$ cat config.mk
export PLATFORM = sky130hd
export DESIGN_NAME = cache_refill_ctrl
export DESIGN_NICKNAME = d
export VERILOG_FILES = /design/src/rtl/cache_refill_ctrl.sv
export SDC_FILE = /design/constraint.sdc
export NUM_CORES = 1
export LEC_CHECK = 0
export ABC_AREA = 0
export BUFFER_PORTS_ARGS = -buffer_cell sky130_fd_sc_hd__buf_4
export CAP_MARGIN = 0
export CORE_MARGIN = 2
export CORE_UTILIZATION = 30
export DETAILED_ROUTE_END_ITERATION = 8
export PLACE_DENSITY = 0.65
export SYNTH_ARGS = -nofsm -noshare
export SYNTH_HDL_FRONTEND = slang
export SYNTH_SLANG_ARGS = --single-unit
$ cat constraint.sdc
create_clock -name i_clk -period 2.2 [get_ports i_clk]
set_clock_uncertainty 0.15 [all_clocks]
set_input_delay 0.33 -clock i_clk [delete_from_list [all_inputs] [get_ports i_clk]]
set_output_delay 0.33 -clock i_clk [all_outputs]
set_load 0.02 [all_outputs]
$ cat src/rtl/cache_refill_ctrl.sv
// rtl/cache_refill_ctrl.sv - read-miss line refill and write-through controller
module cache_refill_ctrl #(
  parameter int ADDR_WIDTH = 32,
  parameter int LINE_WORDS = 4
) (
  input  logic                     i_clk,
  input  logic                     i_rst_n,
  input  logic                     i_req,
  input  logic                     i_we,
  input  logic [ADDR_WIDTH-1:0]    i_addr,
  input  logic [31:0]              i_wdata,
  input  logic                     i_hit,
  output logic                     o_stall,
  output logic                     o_bwe,
  output logic [LINE_WORDS*32-1:0] o_bdata,
  output logic                     o_mem_req,
  output logic                     o_mem_we,
  output logic [ADDR_WIDTH-1:0]    o_mem_addr,
  output logic [31:0]              o_mem_wdata,
  input  logic                     i_mem_ack,
  input  logic [31:0]              i_mem_rdata
);

  typedef enum logic [1:0] {
    IDLE    = 2'd0,
    FILL    = 2'd1,
    INSTALL = 2'd2,
    WRITE   = 2'd3
  } state_e;

  localparam logic [ADDR_WIDTH-1:0] WORD_MASK = ~ADDR_WIDTH'(3);
  localparam logic [ADDR_WIDTH-1:0] LINE_MASK = ~ADDR_WIDTH'(15);

  state_e                    state_q;
  logic [1:0]                cnt_q;
  logic [LINE_WORDS*32-1:0]  buf_q;
  logic                      bwe_q;
  logic                      mem_req_q;
  logic                      mem_we_q;
  logic [ADDR_WIDTH-1:0]     mem_addr_q;
  logic [31:0]               mem_wdata_q;

  // o_mem_addr doubles as the latched line/word address for both FILL and WRITE.
  always_ff @(posedge i_clk or negedge i_rst_n) begin
    if (!i_rst_n) begin
      state_q     <= IDLE;
      cnt_q       <= 2'd0;
      buf_q       <= '0;
      bwe_q       <= 1'b0;
      mem_req_q   <= 1'b0;
      mem_we_q    <= 1'b0;
      mem_addr_q  <= '0;
      mem_wdata_q <= '0;
    end else begin
      case (state_q)
        IDLE: begin
          bwe_q <= 1'b0;
          if (i_req && i_we) begin
            state_q     <= WRITE;
            mem_req_q   <= 1'b1;
            mem_we_q    <= 1'b1;
            mem_addr_q  <= i_addr & WORD_MASK;
            mem_wdata_q <= i_wdata;
          end else if (i_req && !i_hit) begin
            state_q    <= FILL;
            mem_req_q  <= 1'b1;
            mem_we_q   <= 1'b0;
            mem_addr_q <= i_addr & LINE_MASK;
            cnt_q      <= 2'd0;
          end
        end
        FILL: begin
          if (i_mem_ack) begin
            buf_q[{cnt_q, 5'b0} +: 32] <= i_mem_rdata;
            cnt_q                      <= cnt_q + 2'd1;
            mem_addr_q                 <= {mem_addr_q[ADDR_WIDTH-1:4], cnt_q + 2'd1, 2'b00};
            if (cnt_q == 2'd3) begin
              state_q   <= INSTALL;
              mem_req_q <= 1'b0;
              bwe_q     <= 1'b1;
            end
          end
        end
        INSTALL: begin
          bwe_q   <= 1'b0;
          state_q <= IDLE;
        end
        WRITE: begin
          if (i_mem_ack) begin
            state_q   <= IDLE;
            mem_req_q <= 1'b0;
            mem_we_q  <= 1'b0;
          end
        end
        default: begin
          state_q   <= IDLE;
          bwe_q     <= 1'b0;
          mem_req_q <= 1'b0;
          mem_we_q  <= 1'b0;
        end
      endcase
    end
  end

  // After INSTALL the cache reports a hit, so the stall drops without extra state.
  assign o_stall     = i_rst_n & ((state_q != IDLE) | (i_req & (i_we | ~i_hit)));
  assign o_bwe       = bwe_q;
  assign o_bdata     = buf_q;
  assign o_mem_req   = mem_req_q;
  assign o_mem_we    = mem_we_q;
  assign o_mem_addr  = mem_addr_q;
  assign o_mem_wdata = mem_wdata_q;

endmodule

# ---- After elaboration in Yosys (flattened, before gate mapping)
# Cells that the tools add are included.
dict set report word_totals {
  input_bits 102
  wordCells 76
  regBits 199
}
dict set report op_classes {
  bitwise 6
  addsub 2
  n_eq_ne 10
  muxes 27
  shifts 2
  n_reduce_logical 20
}
# op count
set ops {}
lappend ops {{$bwmux W128} 1}
lappend ops {{$shift A32 B9 Y128 const A} 1}
lappend ops {{$shiftx A32 B9 Y128} 1}
lappend ops {{$mux W32} 2}
lappend ops {{$pmux W32 S2} 1}
lappend ops {{$mux W2} 8}
lappend ops {{$reduce_and A3 Y1} 4}
lappend ops {{$ne A2 B2 Y1 const B} 5}
lappend ops {{$reduce_bool A2 Y1} 5}
lappend ops {{$mux W1} 9}
lappend ops {{$neg A7 Y9} 1}
lappend ops {{$pmux W2 S4} 1}
lappend ops {{$reduce_and A4 Y1} 2}
lappend ops {{$eq A2 B2 Y1 const B} 3}
lappend ops {{$reduce_and A5 Y1} 1}
lappend ops {{$mux W4} 1}
lappend ops {{$pmux W1 S2} 2}
lappend ops {{$pmux W2 S2} 1}
lappend ops {{$reduce_and A2 Y1} 2}
lappend ops {{$ne A3 B3 Y1 const B} 1}
lappend ops {{$pmux W1 S3} 1}
lappend ops {{$reduce_bool A3 Y1} 1}
lappend ops {{$add A2 B1 Y2 const B} 1}
lappend ops {{$and A1 B1 Y1} 2}
lappend ops {{7 further kinds} 10}

# ---- Logic depth before layout (Yosys ltp)
dict set report logic_depth {
  ltp_word 5
  depth_mapped 8
  depth_no_buf 6
}

# ---- Worst setup path after synthesis
# No wires, ideal clock.
dict set report synth_timing {
  kind {reg2reg}
  start {register cnt_q[0]}
  end {register buf_q[66] (netlist: o_bdata[66])}
  arrival_time_ns 1.876
  setup_ns 0.083
  required_ns 1.967
  period_less_slack_ns 2.109
  slack_ns 0.091
  stages_incl_launch_ff 8
  path_cell_list {dfrtp_1 inv_2 ha_1 inv_2 nor4_2 buf_2 nand2_1 o21ai_0}
}
dict set report synth_between {
  elab_chain_cells 3
  elab_cells_between_ends 4
}
# element line
set synth_rtl {}
lappend synth_rtl {{from (decl)} 35} ;# logic [1:0] cnt_q;
lappend synth_rtl {{from (signal assigned)} 75} ;# cnt_q <= cnt_q + 2'd1;
lappend synth_rtl {{$neg A7 Y9 *} 74} ;# buf_q[{cnt_q, 5'b0} +: 32] <= i_mem_rdata;
lappend synth_rtl {{$shiftx A32 B9 Y128 / $shift A32 B9 Y128 (equally long branches)} 74}
lappend synth_rtl {{$bwmux W128 *} 74}
lappend synth_rtl {{to (signal, indexed assignment)} 74}
lappend synth_rtl {{to (decl)} 36} ;# logic [LINE_WORDS*32-1:0] buf_q;
# Mark *: on every way between the ends. The rest lies on a longest branch, timed or not.
# A chain may end at the register's enable or synchronous reset.

# ---- Worst setup path in the final report
dict set report layout_timing {
  start {register cnt_q[1]}
  end {register buf_q[103] (netlist: o_bdata[103])}
}
# The elaborated chain is that of the path after synthesis.

==> flow_summary.ini <==
[synthesis]
synth_ff_type = dfrtp_1
syn_area_um2 = 7830
synth-edff-count = 0
yosysWarnings = 0
synth-seq-cells = 197
yosysTopAreaCell = dfrtp_1
synthDistinctLibCells = 32
syn_area_per_cell_um2 = 10.5
synth_area_leaders = dfrtp_1, nand2_1, mux2_2
yosysSeqAreaShare = 0.630
synth_top_area_share = 0.630
synth_common_cells = nand2_1, dfrtp_1, o21ai_0
syn_inst = 747
yosysMostFrequentCell = nand2_1
synthArstFlopShare = 1.00

[setup_path]
cp-start-kind = flip-flop
r2r_slack_ns = 0.18
critPathMaxFanout = 27
worstRegToRegCells = 7
rr_startpoint = cnt_q[1]
crit_type = flip-flop to flip-flop
arrival_ns = 2.21
cp-end-kind = flip-flop
crit_required_ns = 2.39
worst_r2r_endpoint = o_bdata[103]

[floorplan]
die_h_um = 166
rows = 59
dieArea_um2 = 27400
coreArea_um2 = 25800
io-pin-count = 298
die_w_um = 166
initial_core_util = 0.303

[layout]
fin_area_um2 = 11800
drive_gt1_frac = 0.375
fin_cells = 1458
num_antenna_cells = 0
area.growth.synth_to_final_pct = 51.4
nNetsFinal = 1218

[sta]
finalCritPeriodShare = 0.920
worst_pin_slew_ns = 0.689
period_minus_slack_ns = 2.02
finalHoldViolCount = 0
hold_slack_ns = 0.0251
fin_setup_tns_ns = 0
relSlewSlack = 0.541
rsz0062_at_grt = false
clock.fmax_mhz = 494
finalMaxSlewViolations = 0
setup_viol = 0

[place]
dp_cells = 1355
place_congestion = 0.765
dpl_cell_area_um2 = 10600
dp_hpwl_mm = 16.0
port_buffers = 293

[route]
postRouteAntennaNets = 0
drt-initial-drc-count = 475
via_count = 6576
wl_mm = 23.8
drc_errors = 0
routedWlPerCell_um = 16.3
via_per_inst = 4.51
dr.pass1.iters = 4

[clock_tree]
path_clk_slew_ns = 0.07
cts_buffers = 17
h-tree-depth = 4
cts_tree = yes
insertion_delay_ns = 0.42
post-cts-setup-buffer-count = 0
clockBufferDepth = 2
clock-sinks = 197
cts.root.buffer_cell = clkbuf_16

[worst_hold_path]
worstHoldPathCells = 3
worstHoldStart = i_mem_rdata[23]
hp-class = input pin to flip-flop
min_to = o_bdata[119]

[power]
p_leak_nw = 5.56
ir_worst_vdd_uv = 585
powerDensity_nw_per_um2 = 1320

[run_status]
status = finished, final reports clean

[job]
maxCapViolCount = 0

[grt]
grt_overflow = 0
grt_max_degree = 117
grt_pass1_wl_mm = 35.7
grt_usage = 0.170
antenna_found_initial = 0
grt_pass1_vias = 6451
worst max-delay path by stage:
stage,startpoint,to,slack (ns),depth (start not counted)
floorplan,cnt_q[0],o_bdata[66],0.09,7
finish,cnt_q[1],o_bdata[103],0.18,7
detailed placement,cnt_q[1],o_bdata[76],0.16,7
global route,cnt_q[1],o_bdata[78],0.01,7
CTS,cnt_q[1],o_bdata[103],0.16,7
global placement,cnt_q[1],o_bdata[97],0.21,7
cells in the final DEF (no fill, tap or decap), types with 4 or more instances in the layout:
cell / Yosys / final
ha_1: 6 / 6
nand2_1: 267 / 263
a21oi_1: 6 / 6
dlygate4sd3_1: 0 / 71
dfrtp_1: 197 / 197
clkinvlp_4: 0 / 6
buf_12: 0 / 9
o21ai_0: 92 / 92
o21ai_1: 38 / 38
nand2_2: 0 / 4
mux2_2: 62 / 62
clkbuf_16: 0 / 17
buf_4: 4 / 306
nor2_1: 6 / 6
sequential cells by signal, summed over array words and instances, names as in the netlist:
register,count
cnt_q,2
o_mem_addr,30
o_mem_wdata,32
o_bwe,1
o_bdata,128
o_mem_req,1
state_q,2
o_mem_we,1
cell families after synthesis:
family	after synthesis	synth area share
AOI/OAI and AO/OA	144	0.0951
muxes	62	0.0892
DFF	197	0.630
and+or+nand+nor	288	0.148
other	1	0.000479
adders and majority gates	6	0.00959
buffers and inverters	49	0.0272
report_power, final:
part / switching, mW / total [mW] / internal [mW]
Sequential: 0.713 / 5.57 / 4.86
Clock: 1.48 / 2.98 / 1.50
Combinational: 4.00 / 7.05 / 3.05
Total: 6.20 / 15.6 / 9.41
cell type report:
type	instances	area [um^2]
fillers	2417	14000
clock inverters	12	97.6
flip-flops and latches	197	4930
multi-input cells	502	2720
repair buffers	388	3210
clock buffers	20	447
well taps	335	419
inverters	4	15.0
through the flow:
step	power [mW]	worst slack, ns	util
2_1_floorplan	9.22	0.0911	-
3_3_place_gp	12.5	0.212	0.410
3_5_place_dp	12.6	0.159	0.410
4_1_cts	15.8	0.158	0.458
5_1_grt	16.6	0.0101	0.458
6_report	15.6	0.176	0.458
layer usage:
| layer | global-route usage | vias to the layer above | wire length [um] |
|---|---|---|---|
| li1 | - | 3183 | - |
| met5 | 0 | - | 0 |
| met3 | 0.0335 | 31 | 1260 |
| met2 | 0.280 | 187 | 11800 |
| met1 | 0.218 | 3175 | 10100 |
| met4 | 0.0701 | 0 | 637 |
critical path, stage by stage (launching register included):
cell and delay, ns:
dfrtp_1 0.40, inv_1 0.10, ha_1 0.34, buf_4 0.18, nor4_4 0.32, buf_12 0.24
nand2_1 0.07, o21ai_0 0.15
what timing repair did:
action | in CTS | in global routing
hold buffers | 71 | 0
endpoints found under the hold margin | 272 | 0
setup endpoints to repair | 0 | 1
resized for setup | 0 | 1
No activity file was read; power rests on OpenSTA's default activity.
